File: src/rtl/xtx_accum.sv
// xtx_accum: streaming X^T X (Gram matrix) accumulator for the regression datapath.
// Accepts rows of FEAT signed features over a valid/ready handshake, accumulates the
// upper triangle of X^T X with one shared multiplier (one MAC per cycle) and serves
// any entry through a registered, mirrored read port.
//
// Optional build macro XTY_EN: adds y_data and FEAT extra X^T y accumulators that are
// swept after the pair sweep; xty[r] is read at rd_col == FEAT.
//
// Ports:
//   clk        rising-edge clock
//   reset      asynchronous active-low reset
//   start      one-cycle pulse: clear accumulators/ovf/finished, (re)arm in LOAD
//   row_valid  row_data (and y_data) valid
//   row_ready  engine accepts a row this cycle
//   row_data   feature k in bits [k*DATA_W +: DATA_W]
//   row_last   accepted row is the final sample
//   y_data     (XTY_EN only) response sample paired with row_data
//   finished   accumulation complete, held until next start
//   ovf        sticky signed accumulator overflow
//   rd_row     read row index
//   rd_col     read column index
//   result     registered read data (1-cycle latency)
module xtx_accum #(
    parameter int unsigned DATA_W = 32,
    parameter int unsigned FEAT   = 2,
    parameter int unsigned ACC_W  = 64
) (
    input  logic                   clk,
    input  logic                   reset,
    input  logic                   start,
    input  logic                   row_valid,
    output logic                   row_ready,
    input  logic [FEAT*DATA_W-1:0] row_data,
    input  logic                   row_last,
`ifdef XTY_EN
    input  logic [DATA_W-1:0]      y_data,
`endif
    output logic                   finished,
    output logic                   ovf,
    input  logic [2:0]             rd_row,
    input  logic [3:0]             rd_col,
    output logic [ACC_W-1:0]       result
);

    localparam int unsigned PAIRS  = FEAT * (FEAT + 1) / 2;
    localparam int unsigned IDX_W  = $clog2(PAIRS + 1);
    localparam int unsigned FEAT_W = $clog2(FEAT + 1);
    localparam int unsigned PROD_W = 2 * DATA_W;
    localparam logic [3:0]        FEAT4 = 4'(FEAT);
    localparam logic [FEAT_W-1:0] FLAST = FEAT_W'(FEAT - 1);
    localparam logic [IDX_W-1:0]  PLAST = IDX_W'(PAIRS - 1);

    typedef enum logic [1:0] {IDLE, LOAD, MAC, DONE} state_t;

    state_t                   state, state_nxt;
    logic [FEAT*DATA_W-1:0]   x_q;
    logic                     last_q;
    logic [FEAT_W-1:0]        i_q, j_q;
    logic [IDX_W-1:0]         p_q;
    logic                     ydo_q;     // sweeping the x*y terms after the pairs
    logic [PAIRS*ACC_W-1:0]   acc_q;     // upper triangle, row-major packed
`ifdef XTY_EN
    logic [DATA_W-1:0]        y_q;
    logic [FEAT*ACC_W-1:0]    xty_q;
`endif

    logic                     clear_c, load_c, mac_c, last_step_c;
    logic signed [DATA_W-1:0] op_a, op_b;
    logic signed [PROD_W-1:0] prod;
    logic [ACC_W-1:0]         prod_ext, acc_cur, sum;
    logic                     ovf_c;
    logic [3:0]               rr, rc;
    logic [ACC_W-1:0]         rd_val_c;

    // Flat index of upper-triangle entry (r, c), r <= c, in row-major order.
    function automatic int unsigned tri_idx(input logic [3:0] r, input logic [3:0] c);
        int unsigned ri, ci;
        ri = 32'(r);
        ci = 32'(c);
        return ri * FEAT - (ri * (ri - 1)) / 2 + (ci - ri);
    endfunction

`ifdef XTY_EN
    assign last_step_c = ydo_q && (i_q == FLAST);
`else
    assign last_step_c = (p_q == PLAST);
`endif

    // State register
    always_ff @(posedge clk or negedge reset) begin
        if (!reset) state <= IDLE;
        else        state <= state_nxt;
    end

    // Next-state and datapath controls; start overrides everything, including a handshake
    always_comb begin
        state_nxt = state;
        clear_c   = 1'b0;
        load_c    = 1'b0;
        mac_c     = 1'b0;
        if (start) begin
            clear_c   = 1'b1;
            state_nxt = LOAD;
        end else begin
            case (state)
                IDLE: state_nxt = IDLE;
                LOAD: begin
                    if (row_valid && row_ready) begin
                        load_c    = 1'b1;
                        state_nxt = MAC;
                    end
                end
                MAC: begin
                    mac_c = 1'b1;
                    if (last_step_c) state_nxt = last_q ? DONE : LOAD;
                end
                DONE:    state_nxt = DONE;
                default: state_nxt = IDLE;
            endcase
        end
    end

    // Shared multiplier and accumulate with signed overflow detection
    always_comb begin
        op_a    = $signed(x_q[i_q*DATA_W +: DATA_W]);
        op_b    = $signed(x_q[j_q*DATA_W +: DATA_W]);
        acc_cur = acc_q[p_q*ACC_W +: ACC_W];
`ifdef XTY_EN
        if (ydo_q) begin
            op_b    = $signed(y_q);
            acc_cur = xty_q[i_q*ACC_W +: ACC_W];
        end
`endif
        prod     = PROD_W'(op_a) * PROD_W'(op_b);
        prod_ext = ACC_W'(prod);
        sum      = acc_cur + prod_ext;
        ovf_c    = (acc_cur[ACC_W-1] == prod_ext[ACC_W-1]) &&
                   (sum[ACC_W-1] != acc_cur[ACC_W-1]);
    end

    // Read decode: mirror lower triangle, out-of-range reads return zero
    always_comb begin
        rr = {1'b0, rd_row};
        rc = rd_col;
        if (rr > rc) begin
            rr = rd_col;
            rc = {1'b0, rd_row};
        end
        rd_val_c = '0;
        if (rr < FEAT4 && rc < FEAT4) rd_val_c = acc_q[tri_idx(rr, rc)*ACC_W +: ACC_W];
`ifdef XTY_EN
        if (rd_col == FEAT4 && {1'b0, rd_row} < FEAT4)
            rd_val_c = xty_q[32'(rd_row)*ACC_W +: ACC_W];
`endif
    end

    // Datapath, counters and registered outputs
    always_ff @(posedge clk or negedge reset) begin
        if (!reset) begin
            x_q       <= '0;
            last_q    <= 1'b0;
            i_q       <= '0;
            j_q       <= '0;
            p_q       <= '0;
            ydo_q     <= 1'b0;
            acc_q     <= '0;
`ifdef XTY_EN
            y_q       <= '0;
            xty_q     <= '0;
`endif
            row_ready <= 1'b0;
            finished  <= 1'b0;
            ovf       <= 1'b0;
            result    <= '0;
        end else begin
            row_ready <= (state_nxt == LOAD);
            finished  <= (state_nxt == DONE);
            result    <= rd_val_c;

            if (clear_c) begin
                acc_q <= '0;
`ifdef XTY_EN
                xty_q <= '0;
`endif
                ovf   <= 1'b0;
            end else if (mac_c) begin
                if (ydo_q) begin
`ifdef XTY_EN
                    xty_q[i_q*ACC_W +: ACC_W] <= sum;
`endif
                end else begin
                    acc_q[p_q*ACC_W +: ACC_W] <= sum;
                end
                if (ovf_c) ovf <= 1'b1;
            end

            if (load_c) begin
                x_q    <= row_data;
                last_q <= row_last;
`ifdef XTY_EN
                y_q    <= y_data;
`endif
                i_q    <= '0;
                j_q    <= '0;
                p_q    <= '0;
                ydo_q  <= 1'b0;
            end else if (mac_c) begin
                if (!ydo_q) begin
                    p_q <= p_q + 1'b1;
                    if (j_q == FLAST) begin
                        i_q <= i_q + 1'b1;
                        j_q <= i_q + 1'b1;
                    end else begin
                        j_q <= j_q + 1'b1;
                    end
`ifdef XTY_EN
                    if (p_q == PLAST) begin
                        ydo_q <= 1'b1;
                        i_q   <= '0;
                    end
`endif
                end else begin
                    i_q <= i_q + 1'b1;
                end
            end
        end
    end

endmodule
File: config.mk
export PLATFORM = sky130hd
export DESIGN_NAME = xtx_accum
export DESIGN_NICKNAME = d
export VERILOG_FILES = /design/src/rtl/xtx_accum.sv
export SDC_FILE = /design/constraint.sdc
export NUM_CORES = 2
export LEC_CHECK = 0
export CAP_MARGIN = 25
export CORE_AREA = 2 2 470 472
export CTS_BUF_LIST = sky130_fd_sc_hd__clkbuf_4
export DETAILED_ROUTE_END_ITERATION = 10
export DIE_AREA = 0 0 472 474
export PLACE_DENSITY = 0.49
export SKIP_CTS_REPAIR_TIMING = 1
export SYNTH_ARGS = -nofsm -noshare
export SYNTH_HDL_FRONTEND = slang
export SYNTH_SLANG_ARGS = --single-unit
File: constraint.sdc
create_clock -name clk -period 25.8 [get_ports clk]
set_input_delay 7.74 -clock clk [delete_from_list [all_inputs] [get_ports clk]]
set_output_delay 7.74 -clock clk [all_outputs]
set_load 0.01 [all_outputs]
# [Word level (Yosys, flattened, before mapping)]
# Index checks and enable logic that the tools add are counted.
[word_totals] ff_bits=332 output_inout_bits=67
[classes] n_addsub=9 multipliers=2 n_lt_le_gt_ge=3 n_eq_ne=9 n_shift=6 muxes=28 reduce_logical=10
[op_table] operator="$mux W192" n=2
[op_table] operator="$bwmux W192" n=1
[op_table] operator="$shift A64 B34 Y192 const A" n=1
[op_table] operator="$shiftx A192 B33 Y64" n=1
[op_table] operator="$shiftx A192 B9 Y64" n=1
[op_table] operator="$shiftx A64 B34 Y192" n=1
[op_table] operator="$shiftx A64 B8 Y32" n=2
[op_table] operator="$add A64 B64 Y64" n=1
[op_table] operator="$mul A32 B32 Y64" n=1
[op_table] operator="$mux W64" n=1
[op_table] operator="$neg A8 Y34" n=1
[op_table] operator="$add A26 B26 Y26" n=1
[op_table] operator="$sub A5 B26 Y26" n=1
[op_table] operator="$mux W2" n=12
[op_table] operator="$mul A5 B5 Y10" n=1
[op_table] operator="$mux W1" n=9
[op_table] operator="$eq A2 B2 Y1 const B" n=4
[op_table] operator="$lt A4 B2 Y1 const B" n=2
[op_table] operator="$mux W4" n=2
[op_table] operator="$pmux W2 S4" n=1
[op_table] operator="$reduce_bool A2 Y1" n=4
[op_table] operator="$add A2 B1 Y2 const B" n=3
[op_table] operator="$eq A2 B1 Y1 const B" n=3
[op_table] operator="$sub A4 B1 Y5 const B" n=1
[op_table] operator="7 further kinds" n=10

# [Depth between registers and ports, before layout]
[logic_depth] word_depth=8 mapped_depth=46

# [Worst setup path before layout]
# No wires, ideal clock.
[synth_timing] path_kind="input-to-reg" start="input port rd_col[1]" end="register result[10]" setup_time_ns=0.072 arrival_ns=13.098 setup_slack_ns=12.630 stages=25 n_path_buf=1 cell_sequence="inv_1 > ha_1 > a21o_1 > a21oi_1 > a311oi_4 > mux2i_1 > inv_1 > ha_1 > nor2_1 > ha_1 > ha_1 > inv_1 > fa_1 > inv_1 > ha_1 > fa_1 > fa_1 > xor2_1 > xnor2_1 > xnor2_1 > xnor2_1 > xnor2_1 > nand4_2 > buf_2 > nor2_1"
[synth_via] elab_chain_cells=8 elab_cells_between_ends=13
[synth_rtl] item="from (decl)" line_no="41" source="input logic [3:0] rd_col,"
[synth_rtl] item="$gt A3 B4 Y1" line_no="145" source="if (rr > rc) begin"
[synth_rtl] item="$mux W4" line_no="145"
[synth_rtl] item="$sub A4 B1 Y5" line_no="80" source="return ri * FEAT - (ri * (ri - 1)) / 2 + (ci - ri);"
[synth_rtl] item="$mul A5 B5 Y10" line_no="80"
[synth_rtl] item="$sub A5 B26 Y26" line_no="80"
[synth_rtl] item="$add A26 B26 Y26" line_no="80"
[synth_rtl] item="$shiftx A192 B33 Y64" line_no="150" source="if (rr < FEAT4 && rc < FEAT4) rd_val_c = acc_q[tri_idx(rr, rc)*ACC_W +: ACC_W];"
[synth_rtl] item="$mux W64 (*)" line_no="150"
[synth_rtl] item="net rd_val_c[10]" line_no="73" source="logic [ACC_W-1:0] rd_val_c;"
[synth_rtl] item="to (signal assigned)" line_no="178" source="result <= rd_val_c;"
[synth_rtl] item="to (decl)" line_no="42" source="output logic [ACC_W-1:0] result"
# Mark *: on every way through the listed nets, which the timed path passes. The rest lies on a longest branch.
# A chain may end at the register's enable or synchronous reset.

# [Worst setup path after layout]
[layout_timing] start="input port rd_col[1]" end="register result[53]"
# Same word-level chain as after synthesis.

==> metrics list <==
* Outcome: complete, no violations
* Critical Path Sink Type: flip-flop
- Number of DRC violations after detailed-routing iteration 0: between 2,000 and 3,000
* TritonCTS clock tree: done
- Initial core utilization: 0.249
- Routability-driven placement finished with a final weighted congestion of between 0.8 and 0.9.
* Setup crit end: result[53]
* Vias: around 42,000
* Total global routing overflow: 0
- STA puts the critical path data required time at ~27 ns.
* Mean instance size in the synthesized netlist: just over 9 um^2
* Final Skew: approximately 0.13 ns
- Worst-path fanout max: 64
- WL/cell: around 22 um
- CTS placed an instance of sky130_fd_sc_hd__clkbuf_4 at the clock tree root.
- The first TritonRoute pass finished after 5 iterations.
- Counting I/O delays and the setup requirement, the final critical path takes 13.89 ns.
- RSZ-0062 raised after global routing: no
- Detailed placement ended at an HPWL of 147 mm.
- In this run the standard cell core region covers 219,000 um^2.
- Flops & latches, synth: between 300 and 400
- After detailed routing, the number of vias per cell comes to 4.76.
- Fin nets: ~7,300
- Cell depth of the worst flop-to-flop path: 35
- During synthesis, Yosys emitted a total of 0 warnings.
- The die covers ~220,000 um^2.
* Sequential-to-total area share from yosys stat: 0.153
* Top post-synthesis cells by area: sky130_fd_sc_hd__fa_1, sky130_fd_sc_hd__dfrtp_1, sky130_fd_sc_hd__inv_1
- The final max-slew violation count is 0.
* Total routing usage reported by global routing: 0.172
* Number of levels in the clock H-tree: 3
- Die Height: ~470 um
- In this run the remaining antenna-violating nets after routing total 0.
- Share of synthesized registers carrying an async set or reset: 1.00
- In this run the critical register-to-register path is captured at acc_q[188].
- After the flow finishes, the layout carries non-filler instances totaling approximately 9,000.
* Kind of start point of the critical path: input port
- Utilization after layout: 0.276
* Cell row count: 172
- The final layout contains routed wiring with a total length of 193 mm.
* Largest family of logic cells by synthesized area: adder cells
* I/O pin cnt: roughly 140
- First-pass GRT wire length: roughly 290 mm
* Maximum number of pins on one net before global-route repair: between 150 and 200
- Final routed DRC violation total: 0
* Antenna violations before repair: 4
- At the worst endpoint, the arrival time is 14.67 ns.
* Count of different cell masters after synthesis: 86
- Slew of the pin with the lowest slew margin: roughly 1.1 ns
* Share of cells above drive strength 1: 0.0729
- Counting every sink on the clock net gives ~330.
* Xor-xnor portion of the synthesized cell area: 0.0227
- The portion of synthesized area spent on multiplexers is 0.0376.
- Worst hold margin: roughly 0.50 ns
- Simple-gate share of the synthesized area: 0.138
* Number of global-route vias before repair: roughly 45,000
- Of the available clock period, the critical path in the final layout requires 0.538.
* Kind of critical path: in2reg
- For the worst-skew pair, the clock arrives at the later sink with an insertion delay of 1.07 ns.
- In this run the tool buffered the top-level ports with roughly 140 buffer cells.
- Finish-stage setup viols: 0
* Adder-cell share of the synthesized area: 0.461
- Die Span X: around 470 um
- Max-cap violations in this run came to 0.
- Compared with the post-synthesis result, the final layout area differs by 10.9%.
- The synthesized netlist occupies a cell area of 54,300 um^2.
- In this run the critical register-to-register path is launched from i_q[0].
- Number of instances in the synthesized netlist: approximately 6,000
- EDFF count, synth: 0
- Derived from the worst setup path, the maximum achievable clock frequency is between 70 and 80 MHz.
- Hold Crit Class: reg2reg
- Setup total negative slack: 0 ns
* Clock transition at path regs: around 0.07 ns
- The share of synthesized area in the top cell type comes to 0.400.
- Number of instances in the placed design: approximately 8,700
* Launching element of the worst setup path: rd_col[1]
* Max-Slew Margin vs Limit: 0.242
* Dominant synthesized flop cell: sky130_fd_sc_hd__dfrtp_1
* Max Root-Sink Buffers: 3
* Final hold violation count: 0
- The synthesized-area fraction occupied by ao, oa, aoi and oai cells is 0.0966.
* Cell accounting for the most synthesized area: sky130_fd_sc_hd__fa_1
* Total clock buffers created by CTS: slightly below 100
- Reg2reg setup slack: roughly 13 ns
-- flip-flops by register name, indices dropped and copies added (netlist names) --
| register | flops |
|---|---|
| ovf | 1 |
| x_q | 64 |
| acc_q | 192 |
| result | 64 |
| j_q | 2 |
| finished | 1 |
| i_q | 2 |
| row_ready | 1 |
| last_q | 1 |
| p_q | 2 |
| state | 2 |
-- how the worst min path moves through the flow --
stage | start | to | slack (ns) | cells after the start
2_1_floorplan | last_q | last_q | 0.45 | 2
3_3_place_gp | last_q | last_q | 0.48 | 2
3_5_place_dp | last_q | last_q | 0.48 | 2
4_1_cts | acc_q[87] | result[23] | 0.49 | 2
5_1_grt | acc_q[145] | acc_q[145] | 0.53 | 1
6_report | last_q | last_q | 0.50 | 2
-- cells in the final DEF, fill, tap and decap left out, drive strengths merged, types with 30 or more instances in the layout --
master	synthesis	routed
ha	265	265
or2	66	66
xnor2	102	102
clkdlybuf4s50	0	141
a21o	77	77
clkinv	0	30
mux2	64	64
dfrtp	332	332
o21ai	144	144
nand3	31	31
nor2	687	687
clkbuf	305	137
fa	1087	1087
a21oi	137	137
buf	28	93
xor2	39	39
nand2	900	900
a22o	178	178
a22oi	64	64
inv	981	985
mux2i	132	132
nor3	30	30
-- through the flow --
step	setup WS [ns]	cell area, um^2
final	11.91	60300
after global routing	11.53	60300
after CTS	11.98	60200
after detailed placement	10.91	59000
after global placement	10.82	58900
after floorplan	12.63	54300
-- area by class of cell --
type,instances,area (um^2)
Antenna cell,6,15.0
Multi-Input combinational cell,4261,41200
Clock buffer,136,1020
Inverter,981,3680
Fill cell,23400,158000
Clock inverter,34,189
Timing Repair Buffer,235,2200
Tap cell,2871,3590
Sequential cell,332,8320
-- cell families (layout without fill, tap and decap cells) --
kind of cell | after synthesis | after routing
flops | 332 | 332
mux | 196 | 196
buf+inv | 1314 | 1386
simple gates | 1830 | 1830
other cells | 1 | 8
compound gates | 740 | 740
xor+xnor | 141 | 141
fa+ha+maj | 1352 | 1352
-- worst max-delay path, stage by stage --
cell and delay [ns]:
sky130_fd_sc_hd__clkdlybuf4s50_1 0.54, sky130_fd_sc_hd__inv_1 0.06, sky130_fd_sc_hd__ha_1 0.39, sky130_fd_sc_hd__a21o_1 0.15, sky130_fd_sc_hd__a21oi_1 0.09, sky130_fd_sc_hd__a311oi_4 0.46
sky130_fd_sc_hd__mux2i_1 0.60, sky130_fd_sc_hd__inv_1 0.20, sky130_fd_sc_hd__ha_1 0.33, sky130_fd_sc_hd__nor2_1 0.05, sky130_fd_sc_hd__ha_1 0.29, sky130_fd_sc_hd__ha_1 0.29
sky130_fd_sc_hd__inv_1 0.05, sky130_fd_sc_hd__fa_1 0.47, sky130_fd_sc_hd__inv_1 0.04, sky130_fd_sc_hd__ha_1 0.29, sky130_fd_sc_hd__fa_1 0.47, sky130_fd_sc_hd__fa_1 0.39
sky130_fd_sc_hd__xor2_1 0.16, sky130_fd_sc_hd__xnor2_1 0.19, sky130_fd_sc_hd__xnor2_1 0.15, sky130_fd_sc_hd__xnor2_1 0.15, sky130_fd_sc_hd__xnor2_1 0.12, sky130_fd_sc_hd__nand4_4 0.10
sky130_fd_sc_hd__buf_4 0.76, sky130_fd_sc_hd__nor2_1 0.11
-- synthesized netlist by cell type, types with 14 or more instances --
master and count:
sky130_fd_sc_hd__o21bai_1 19, sky130_fd_sc_hd__a31oi_1 14, sky130_fd_sc_hd__and3_1 19, sky130_fd_sc_hd__inv_1 981, sky130_fd_sc_hd__nor2_1 687, sky130_fd_sc_hd__xnor2_1 102
sky130_fd_sc_hd__fa_1 1087, sky130_fd_sc_hd__a21o_1 74, sky130_fd_sc_hd__and2_1 14, sky130_fd_sc_hd__o21ai_1 14, sky130_fd_sc_hd__dfrtp_1 332, sky130_fd_sc_hd__nor2b_1 15
sky130_fd_sc_hd__xor2_1 39, sky130_fd_sc_hd__a22o_1 178, sky130_fd_sc_hd__o21ai_0 127, sky130_fd_sc_hd__a21oi_1 133, sky130_fd_sc_hd__nand4_1 19, sky130_fd_sc_hd__mux2i_1 132
sky130_fd_sc_hd__or2_2 60, sky130_fd_sc_hd__nand2b_1 16, sky130_fd_sc_hd__a22oi_1 64, sky130_fd_sc_hd__ha_1 265, sky130_fd_sc_hd__clkbuf_1 305, sky130_fd_sc_hd__nand3_1 31
sky130_fd_sc_hd__mux2_2 64, sky130_fd_sc_hd__nand2_1 899, sky130_fd_sc_hd__buf_2 14, sky130_fd_sc_hd__nor3_1 29, sky130_fd_sc_hd__o21a_1 19
-- routing by layer --
metal  GRT usage  wire length (um)  up-vias
met5           0                26        -
met4      0.0730              9000        4
met3      0.0247             10200      350
met2       0.297             95300     1295
met1       0.215             78200    22200
li1            -                 -    18400
Power is not shown: default switching activity piles up to over one toggle a cycle in this logic, so the estimate is an artifact.
